--- src/rtl/data_mem_arbiter.sv ---
// Two-port round-robin arbiter in front of a single-ported data memory.
// Out-of-range addresses are answered with an err pulse and never touch the memory.
module data_mem_arbiter #(
    parameter int unsigned WAIT_STATES = 1,
    parameter logic [15:0] BASE_ADDR   = 16'h0500,
    parameter logic [15:0] TOP_ADDR    = 16'h08FF
) (
    input  logic        CLK,
    input  logic        RST,
    input  logic        req0,
    input  logic        req1,
    input  logic        we0,
    input  logic        we1,
    input  logic [15:0] addr0,
    input  logic [15:0] addr1,
    input  logic [31:0] wdata0,
    input  logic [31:0] wdata1,
    output logic        gnt0,
    output logic        gnt1,
    output logic        ack0,
    output logic        ack1,
    output logic        err0,
    output logic        err1,
    output logic [31:0] rdata,
    output logic        mem_cs_n,
    output logic        mem_we,
    output logic [9:0]  mem_addr,
    output logic [31:0] mem_wdata,
    input  logic [31:0] mem_rdata
);

    // state  | meaning
    // IDLE   | sampling requests, arbitrating
    // ACCESS | memory cycle in progress (1+WAIT_STATES cycles)
    // DONE   | ack pulse to the owner
    // ERROR  | err pulse to the owner, no memory cycle
    typedef enum logic [1:0] {IDLE, ACCESS, DONE, ERROR} state_t;

    state_t      state, state_nxt;
    logic        owner;
    logic        last_gnt;
    logic        lat_we;
    logic [2:0]  wait_cnt;

    logic        any_req;
    logic        win;
    logic [15:0] sel_addr;
    logic        in_range;
    logic [9:0]  offset;

    always_comb begin
        any_req  = req0 | req1;
        // On a tie the port not granted last wins; a lone request wins outright.
        win      = (req0 && req1) ? ~last_gnt : ~req0;
        sel_addr = win ? addr1 : addr0;
        in_range = (sel_addr >= BASE_ADDR) && (sel_addr <= TOP_ADDR);
        offset   = sel_addr[9:0] - BASE_ADDR[9:0];
    end

    always_ff @(posedge CLK or negedge RST) begin
        if (!RST) state <= IDLE;
        else      state <= state_nxt;
    end

    always_comb begin
        state_nxt = state;
        case (state)
            IDLE:    if (any_req) state_nxt = in_range ? ACCESS : ERROR;
            ACCESS:  if (wait_cnt == 3'd0) state_nxt = DONE;
            DONE:    state_nxt = IDLE;
            ERROR:   state_nxt = IDLE;
            default: state_nxt = IDLE;
        endcase
    end

    always_ff @(posedge CLK or negedge RST) begin
        if (!RST) begin
            owner     <= 1'b0;
            last_gnt  <= 1'b1;
            lat_we    <= 1'b0;
            wait_cnt  <= 3'd0;
            mem_addr  <= 10'd0;
            mem_wdata <= 32'd0;
            rdata     <= 32'd0;
        end else if (state == IDLE && any_req) begin
            owner    <= win;
            last_gnt <= win;
            lat_we   <= win ? we1 : we0;
            wait_cnt <= 3'(WAIT_STATES);
            if (in_range) begin
                mem_addr  <= offset;
                mem_wdata <= win ? wdata1 : wdata0;
            end
        end else if (state == ACCESS) begin
            if (wait_cnt == 3'd0) begin
                if (!lat_we) rdata <= mem_rdata;
            end else begin
                wait_cnt <= wait_cnt - 3'd1;
            end
        end
    end

    assign mem_cs_n = (state != ACCESS);
    assign mem_we   = (state == ACCESS) && lat_we;
    assign gnt0     = (state != IDLE) && !owner;
    assign gnt1     = (state != IDLE) && owner;
    assign ack0     = (state == DONE) && !owner;
    assign ack1     = (state == DONE) && owner;
    assign err0     = (state == ERROR) && !owner;
    assign err1     = (state == ERROR) && owner;

endmodule

--- config.mk ---
export PLATFORM = sky130hd
export DESIGN_NAME = data_mem_arbiter
export DESIGN_NICKNAME = d
export VERILOG_FILES = /design/src/rtl/data_mem_arbiter.sv
export SDC_FILE = /design/constraint.sdc
export NUM_CORES = 1
export LEC_CHECK = 0
export ABC_CLOCK_PERIOD_IN_PS = 3100
export BUFFER_PORTS_ARGS = -buffer_cell sky130_fd_sc_hd__buf_2
export CORE_UTILIZATION = 40
export CTS_CLUSTER_DIAMETER = 200
export DETAILED_ROUTE_END_ITERATION = 16
export HOLD_SLACK_MARGIN = 0.1
export PLACE_DENSITY = 0.81
export SYNTH_ARGS = -nofsm -noshare
export SYNTH_HDL_FRONTEND = slang
export SYNTH_SLANG_ARGS = --single-unit
--- constraint.sdc ---
create_clock -name CLK -period 3.1 [get_ports CLK]
set_input_delay 0.62 -clock CLK [delete_from_list [all_inputs] [get_ports CLK]]
set_output_delay 0.62 -clock CLK [all_outputs]
set_load 0.1 [all_outputs]
==> impl_metrics.toml, run 1 <==
[yosys]
ys_ff_latch = 82
avgSynthCellArea_sq_um = 14.91
yosysUniqueCellTypes = 30
ys_seq_area_share_pct = 52.18
synth_fp_nets = 400
yosys_warnings = 0
synth.cell_area_sq_mm = 0.003935
synthesis.instances = 264

[setup_path]
cp-startpoint = "addr0[10]"
critPathArrivalTime_ps = 2480
cp_num_buf_inv = 1
path_class = "in -> reg"
rr_worst_depth = 4
cp.depth = 6
cpLargestDelayFamily = "simple AND/OR/NAND/NOR gates"
r2r_start = "state[0]"
worstSetupStartpointType = "input pin"
cp.required_ps = 3320
slowest_delay_ps = 500
worstPathCellList = "buf_2, or4b_1, o21ai_0, a32o_2, nand2_4, mux2_4"
cp_max_fo = 42
slowest_stage = "or4b_1"
end_kind = "flip-flop"

[final_layout]
drive_gt1_share_pct = 72.58
fill_cells = 821
antenna_cells = 0
syn_to_final_growth_pct = 35.61
fin_nets = 617
fin_area_sq_mm = 0.005336

[floorplan]
start_util_pct = 41.99
core_sq_mm = 0.009371
die_w_um = 101.2
dieArea_sq_mm = 0.01024
pin_count = 216
fp.dieH_um = 101.2
num_rows = 35

[sta]
worst_pin_slew_ps = 992.0
setup_viol = 0
worst_clock_skew_ps = 13.70
fin_crit_ps = 2267
maxSlewHeadroom_pct = 33.87
fmax_mhz = 441.2
final.period_utilization_pct = 73.12
drv_slew = 0
final_hold_viol_count = 0
setup_slack_ps = 833.3
fin_tns_setup_ps = 0
rsz0062_at_grt = "false"

[routing]
routed_wl_mm = 8.315
firstDrtPassIters = 4
ant_nets = 0
avgRoutedWirePerCell_um = 13.54
vias_per_cell = 4.603
route.vias.total = 2826
drtIter0Drc = 43
drc = 0

[clock_tree]
cts.sinks = 82
clk-insertion-delay-late_ps = 340
clock_path_buffers = 2
cts_tree = "built"
ctsHoldBuffers = 0
cts_inserted_buffers = 9
root_buffer = "clkbuf_8"
cts_setup_buffers = 0
h-tree-depth = 3
cts.repair.resized = 0
clkTransAtPathRegs_ps = 90

[global_route]
grt_pass1_vias = 2777
gr-total-overflow = 0
grt_usage_pct = 16.42
grt_first_pass_wirelength_mm = 12.98
grt_antenna_before_repair = 0
grt_max_degree = 83

[placed_design]
dp_hpwl_mm = 6.259
numPortBuffers = 215
placed_cell_area_sq_mm = 0.005100
post-place-ws_ps = 463.5
place_congestion = 0.7606

[worst_hold_path]
min_path_type = "in -> async"

[status]
outcome = "finished, final reports clean"

[run]
maxCapViolCount = 0
[worst register-to-register path, cell delays in order, from the launching register on]
cell	delay, ps
dfrtp_1	440
nor2_1	230
o21a_1	310
nand2_4	440
mux2_4	510
[final cells by class]
cell class / count / area (sq um) / area share, %
clock buffers: 9 / 123.9 / 2.321
repair buffers: 217 / 1094 / 20.49
flip-flops and latches: 82 / 2053 / 38.48
well taps: 129 / 161.4 / 3.025
inverters: 5 / 18.77 / 0.3517
clock inverters: 6 / 112.6 / 2.110
multi-input cells: 166 / 1773 / 33.22
[cells in the mapped netlist]
| cell | count | share of area (%) |
|---|---|---|
| o21ai_2 | 1 | 0.22 |
| and2_1 | 1 | 0.16 |
| dfrtp_1 | 81 | 52 |
| nor3b_1 | 1 | 0.19 |
| buf_6 | 8 | 2.3 |
| inv_1 | 5 | 0.48 |
| a211oi_1 | 1 | 0.19 |
| and3b_1 | 1 | 0.22 |
| nor2b_1 | 2 | 0.32 |
| xnor2_1 | 2 | 0.45 |
| o21a_1 | 1 | 0.19 |
| a21oi_1 | 2 | 0.25 |
| nand2_4 | 1 | 0.29 |
| o21ai_1 | 1 | 0.13 |
| mux2_4 | 40 | 15 |
| nand2b_1 | 1 | 0.16 |
| mux2_2 | 74 | 21 |
| or4b_1 | 2 | 0.51 |
| o21ai_0 | 6 | 0.76 |
| a32o_2 | 1 | 0.29 |
| mux2i_1 | 2 | 0.51 |
| dfstp_2 | 1 | 0.67 |
| nor4_1 | 2 | 0.32 |
| o211a_1 | 1 | 0.25 |
| ha_1 | 2 | 0.64 |
| and3_1 | 1 | 0.16 |
| xor2_1 | 1 | 0.22 |
| buf_2 | 3 | 0.38 |
| nand2_1 | 5 | 0.48 |
| nor2_1 | 14 | 1.3 |
[flip-flops by register name, summed over array words and instances, names as in the netlist]
register and cells:
owner 1, mem_wdata 32, mem_addr 10, rdata 32, lat_we 1, wait_cnt 3, state 2, last_gnt 1
[stage by stage]
stage          cells  util [%]  hold WS, ps
6_report         614     56.94        422.3
5_1_grt          614     56.94        490.5
4_1_cts          614     56.94        468.5
3_5_place_dp     599     54.42        487.8
3_3_place_gp     599     54.42        483.4
2_1_floorplan    264         -        324.4
[routing by layer]
metal  wire, um  vias up  GRT usage (%)  share of wire [%]
met1       3574     1315          20.84                 43
met5          0        -              0                  0
li1           -     1370              -                  -
met4        121        0          5.574                1.5
met3        465       12          3.313                5.6
met2       4153      129          28.05                 50
[cells by family after synthesis]
logic type / count (synthesis) / synth area share [%]
compound gates: 14 / 2.289
buf+inv: 16 / 3.148
mux: 116 / 36.95
simple gates: 31 / 4.134
flops: 82 / 52.18
xor+xnor: 3 / 0.6678
fa+ha+maj: 2 / 0.6358
[final timing paths]
path                                       to  slack (ps)
min in group CLK                     rdata[1]         510
worst max register to register   mem_wdata[1]        1050
worst max-delay path             mem_wdata[1]         830
worst min-delay path                rdata[21]         420
max in group asynchronous       mem_wdata[28]        2010
worst min register to register       rdata[1]         510
[cell usage in the layout, fill, tap and decap left out, types with 3 or more instances in the layout]
master	instances
mux2_4	40
bufinv_16	3
dfrtp_1	81
buf_2	214
nand2_1	5
mux2_2	74
nor2_1	13
o21ai_0	6
inv_1	5
clkbuf_8	9
buf_4	3
Power of run 1 is not shown: default switching activity piles up to over one toggle a cycle in this logic, so the estimate is an artifact.
==> inputs of run 2 (changes only) <==
ABC_CLOCK_PERIOD_IN_PS = 2200   (was 3100)
clock period = 2.2 ns   (was 3.1 ns; I/O delays follow)
==> impl_metrics.toml, run 2 (synthesized netlist as in run 1, its figures left out) <==
[routing]
avgRoutedWirePerCell_um = 13.77
drc = 0
firstDrtPassIters = 4
routed_wl_mm = 8.578
drtIter0Drc = 47
ant_nets = 0
vias_per_cell = 4.584
route.vias.total = 2856

[setup_path]
cp_num_buf_inv = 1
cp.depth = 3
cpLargestDelayFamily = "simple AND/OR/NAND/NOR gates"
cp_max_fo = 6
slowest_delay_ps = 430
cp.required_ps = 1760
end_kind = "output pin"
rr_worst_depth = 5
path_class = "reg -> out"
timing.rr.end = "mem_addr[4]"
rrSetupSlack_ps = 450
r2r_start = "state[0]"
worstSetupStartpointType = "flip-flop"
critPathArrivalTime_ps = 1640
critPathCapture = "mem_we"
slowest_stage = "dfrtp_1"
cp-startpoint = "state[0]"
worstPathCellList = "nor2b_1, and2_1, buf_2"

[global_route]
grt_first_pass_wirelength_mm = 13.33
grt_max_degree = 42
grt_usage_pct = 16.86
grt_pass1_vias = 2800
gr-total-overflow = 0
grt_antenna_before_repair = 0

[final_layout]
drive_gt1_share_pct = 73.08
syn_to_final_growth_pct = 37.58
layout_common_cells = "buf_2, dfrtp_1, mux2_2"
fin_nets = 625
antenna_cells = 0
top_regs = "mem_wdata (32), rdata (32), mem_addr (10)"
layout_commonest_cell = "buf_2"

[floorplan]
dieArea_sq_mm = 0.01024
pin_count = 216
num_rows = 35
core_sq_mm = 0.009371
fp.dieH_um = 101.2
start_util_pct = 41.99
die_w_um = 101.2

[sta]
rsz0062_at_grt = "false"
fin_crit_ps = 2084
worst_clock_skew_ps = 13.98
final.period_utilization_pct = 94.74
maxSlewHeadroom_pct = 66.73
drv_slew = 0
final_hold_viol_count = 0
setup_viol = 0
fin_tns_setup_ps = 0
worst_pin_slew_ps = 502.5
fmax_mhz = 479.8

[placed_design]
numPortBuffers = 215
dp_hpwl_mm = 6.778
place_congestion = 0.7663

[status]
outcome = "finished, final reports clean"

[clock_tree]
cts_inserted_buffers = 9
ctsHoldBuffers = 1
cts.sinks = 82
cts_tree = "built"
clk-insertion-delay-late_ps = 340
h-tree-depth = 3
clkTransAtPathRegs_ps = 90
cts.repair.resized = 0
clock_path_buffers = 2
cts_setup_buffers = 0
root_buffer = "clkbuf_8"

[worst_hold_path]
min_path_type = "in -> reg"

[run]
maxCapViolCount = 0
run 2: cell count changes in the layout (fill, tap and decap cells not counted), sizes merged:
cell         change
buf              +7
dlygate4sd3      +1
bufinv           -2
clkinvlp         +2
clkbuf           +1
run 2: stage by stage:
step / utilization (%) / hold WS, ps / setup slack, ps / std cells / area [sq um]
detailed placement: 55.41 / 380.7 / 75.15 / 606 / 5192
global route: 57.77 / 303.3 / 3.552 / 623 / 5414
floorplan: - / 144.4 / 20.14 / 264 / 3943
global placement: 55.41 / 374.3 / 115.4 / 606 / 5192
finish: 57.77 / 324.5 / 115.7 / 623 / 5414
CTS: 57.77 / 304.2 / 82.07 / 623 / 5414
run 2: layout make-up:
type                       count  area [sq um]
fill                         803          3958
clock buffer                  10         137.6
inverter                       5         18.77
timing repair buffer         225          1194
sequential                    82          2053
clock inverter                 6         73.82
tap                          129         161.4
multi-input combinational    166          1775
run 2: worst reg2reg max path: stages (launching register included):
cell,delay [ps]
dfrtp_1,440
nor2_1,260
o21a_1,310
nand2_4,90
buf_12,190
mux2_4,350
run 2: metal layers:
metal / vias up / wire, um / track usage (%)
met5: - / 0 / 0
met4: 0 / 66 / 3.679
met3: 6 / 552 / 4.348
met2: 127 / 4279 / 29.25
met1: 1336 / 3679 / 21.21
li1: 1387 / - / -
run 2: worst min path at each step:
stage	start	end	slack, ps	cells past startpoint
floorplan	RST	lat_we	140	0
global placement	RST	rdata[5]	370	1
detailed placement	RST	rdata[5]	380	1
CTS	mem_rdata[17]	rdata[17]	300	2
global route	mem_rdata[29]	rdata[29]	300	2
finish	mem_rdata[23]	rdata[23]	320	2
Power of run 2 is left out for the same reason.
==> inputs of run 3 (changes only) <==
CTS_BUF_LIST = sky130_fd_sc_hd__clkbuf_4   (was not set)
MAX_ROUTING_LAYER = met4   (was not set)
==> impl_metrics.toml, run 3 (synthesized netlist as in run 1, its figures left out) <==
[sta]
fin_crit_ps = 2054
worst_pin_slew_ps = 502.3
final_hold_viol_count = 0
setup_viol = 0
rsz0062_at_grt = "false"
fin_tns_setup_ps = 0
fmax_mhz = 486.9
final.period_utilization_pct = 93.36
maxSlewHeadroom_pct = 66.74
worst_clock_skew_ps = 17.62
drv_slew = 0

[final_layout]
layout_common_cells = "buf_2, dfrtp_1, mux2_2"
top_regs = "mem_wdata (32), rdata (32), mem_addr (10)"
antenna_cells = 0
drive_gt1_share_pct = 72.87
syn_to_final_growth_pct = 35.96
fin_nets = 625
layout_commonest_cell = "buf_2"

[setup_path]
r2r_start = "state[0]"
cp-startpoint = "state[0]"
cp_max_fo = 6
worstSetupStartpointType = "flip-flop"
critPathArrivalTime_ps = 1610
path_class = "reg -> out"
end_kind = "output pin"
cp.required_ps = 1760

[worst_hold_path]
min_path_type = "in -> reg"
holdCritStartpoint = "mem_rdata[23]"

[routing]
route.met3.wl_um = 515
drc = 0
maxUsedRoutingLayer = "met4"
m1WireLength_mm = 3.651
vias_per_cell = 4.594
avgRoutedWirePerCell_um = 13.73
dr_wl_met2_mm = 4.281
drtIter0Drc = 55
ant_nets = 0
firstDrtPassIters = 4
route.vias.total = 2862
routed_wl_mm = 8.554

[clock_tree]
cts.sinks = 82
clock_path_buffers = 2
cts_inserted_buffers = 9
clkTransAtPathRegs_ps = 140
h-tree-depth = 3
cts_tree = "built"
cts_setup_buffers = 0
root_buffer = "clkbuf_4"
clk-insertion-delay-late_ps = 420

[floorplan]
die_w_um = 101.2
dieArea_sq_mm = 0.01024
start_util_pct = 41.99
core_sq_mm = 0.009371
num_rows = 35
pin_count = 216
fp.dieH_um = 101.2

[placed_design]
dp_hpwl_mm = 6.778
place_congestion = 0.7765
numPortBuffers = 215

[global_route]
grt_first_pass_wirelength_mm = 13.32
grt_antenna_before_repair = 0
grt_max_degree = 42
grt_usage_pct = 17.52
grt_pass1_vias = 2775
gr-total-overflow = 0

[status]
outcome = "finished, final reports clean"

[run]
maxCapViolCount = 0
==> run 3: cell count changes in the layout (fill, tap and decap cells not counted), sizes merged <==
cell	delta
clkbuf	-1
clkinv	+1
==> run 3: what timing repair did <==
item	CTS	global route
hold buffers	1	0
resized for setup	1	0
hold endpoints to repair	25	0
setup endpoints to repair	1	0
==> run 3: stage by stage <==
stage / instances / area (sq um) / util, % / setup WS (ps) / hold WS (ps)
2_1_floorplan: 264 / 3943 / - / 20.14 / 144.4
3_3_place_gp: 606 / 5192 / 55.41 / 115.4 / 374.3
3_5_place_dp: 606 / 5192 / 55.41 / 75.15 / 380.7
4_1_cts: 623 / 5350 / 57.09 / 103.0 / 203.4
5_1_grt: 623 / 5350 / 57.09 / 16.72 / 191.5
6_report: 623 / 5350 / 57.09 / 146.1 / 235.6
==> run 3: area by class of cell <==
type / instances / area [sq um]
well taps: 129 / 161.4
multi-input cells: 166 / 1775
clock buffers: 9 / 67.56
fillers: 816 / 4021
flip-flops and latches: 82 / 2053
repair buffers: 225 / 1196
clock inverters: 7 / 77.57
inverters: 5 / 18.77
==> run 3: metal layers <==
metal	track usage (%)	up-vias
met4	6.020	0
met3	3.727	9
met2	29.15	130
met5	-	-
li1	-	1387
met1	21.12	1336
==> run 3: path summary, 6_finish.rpt <==
| kind | end | slack [ps] | cells past startpoint |
|---|---|---|---|
| worst max-delay path | mem_we | 150 | 3 |
| worst min-delay path | rdata[23] | 240 | 2 |
| worst max register to register | mem_wdata[17] | 440 | 5 |
| worst min register to register | rdata[3] | 520 | 1 |
| max in group asynchronous | rdata[24] | 1190 | 3 |
| min in group asynchronous | rdata[5] | 450 | 2 |
==> run 3: worst max-delay path: stages (launching register included) <==
cell and delay, ps:
dfrtp_1 450, nor2b_1 280, and2_1 170, buf_4 280
Power of run 3 is left out for the same reason.
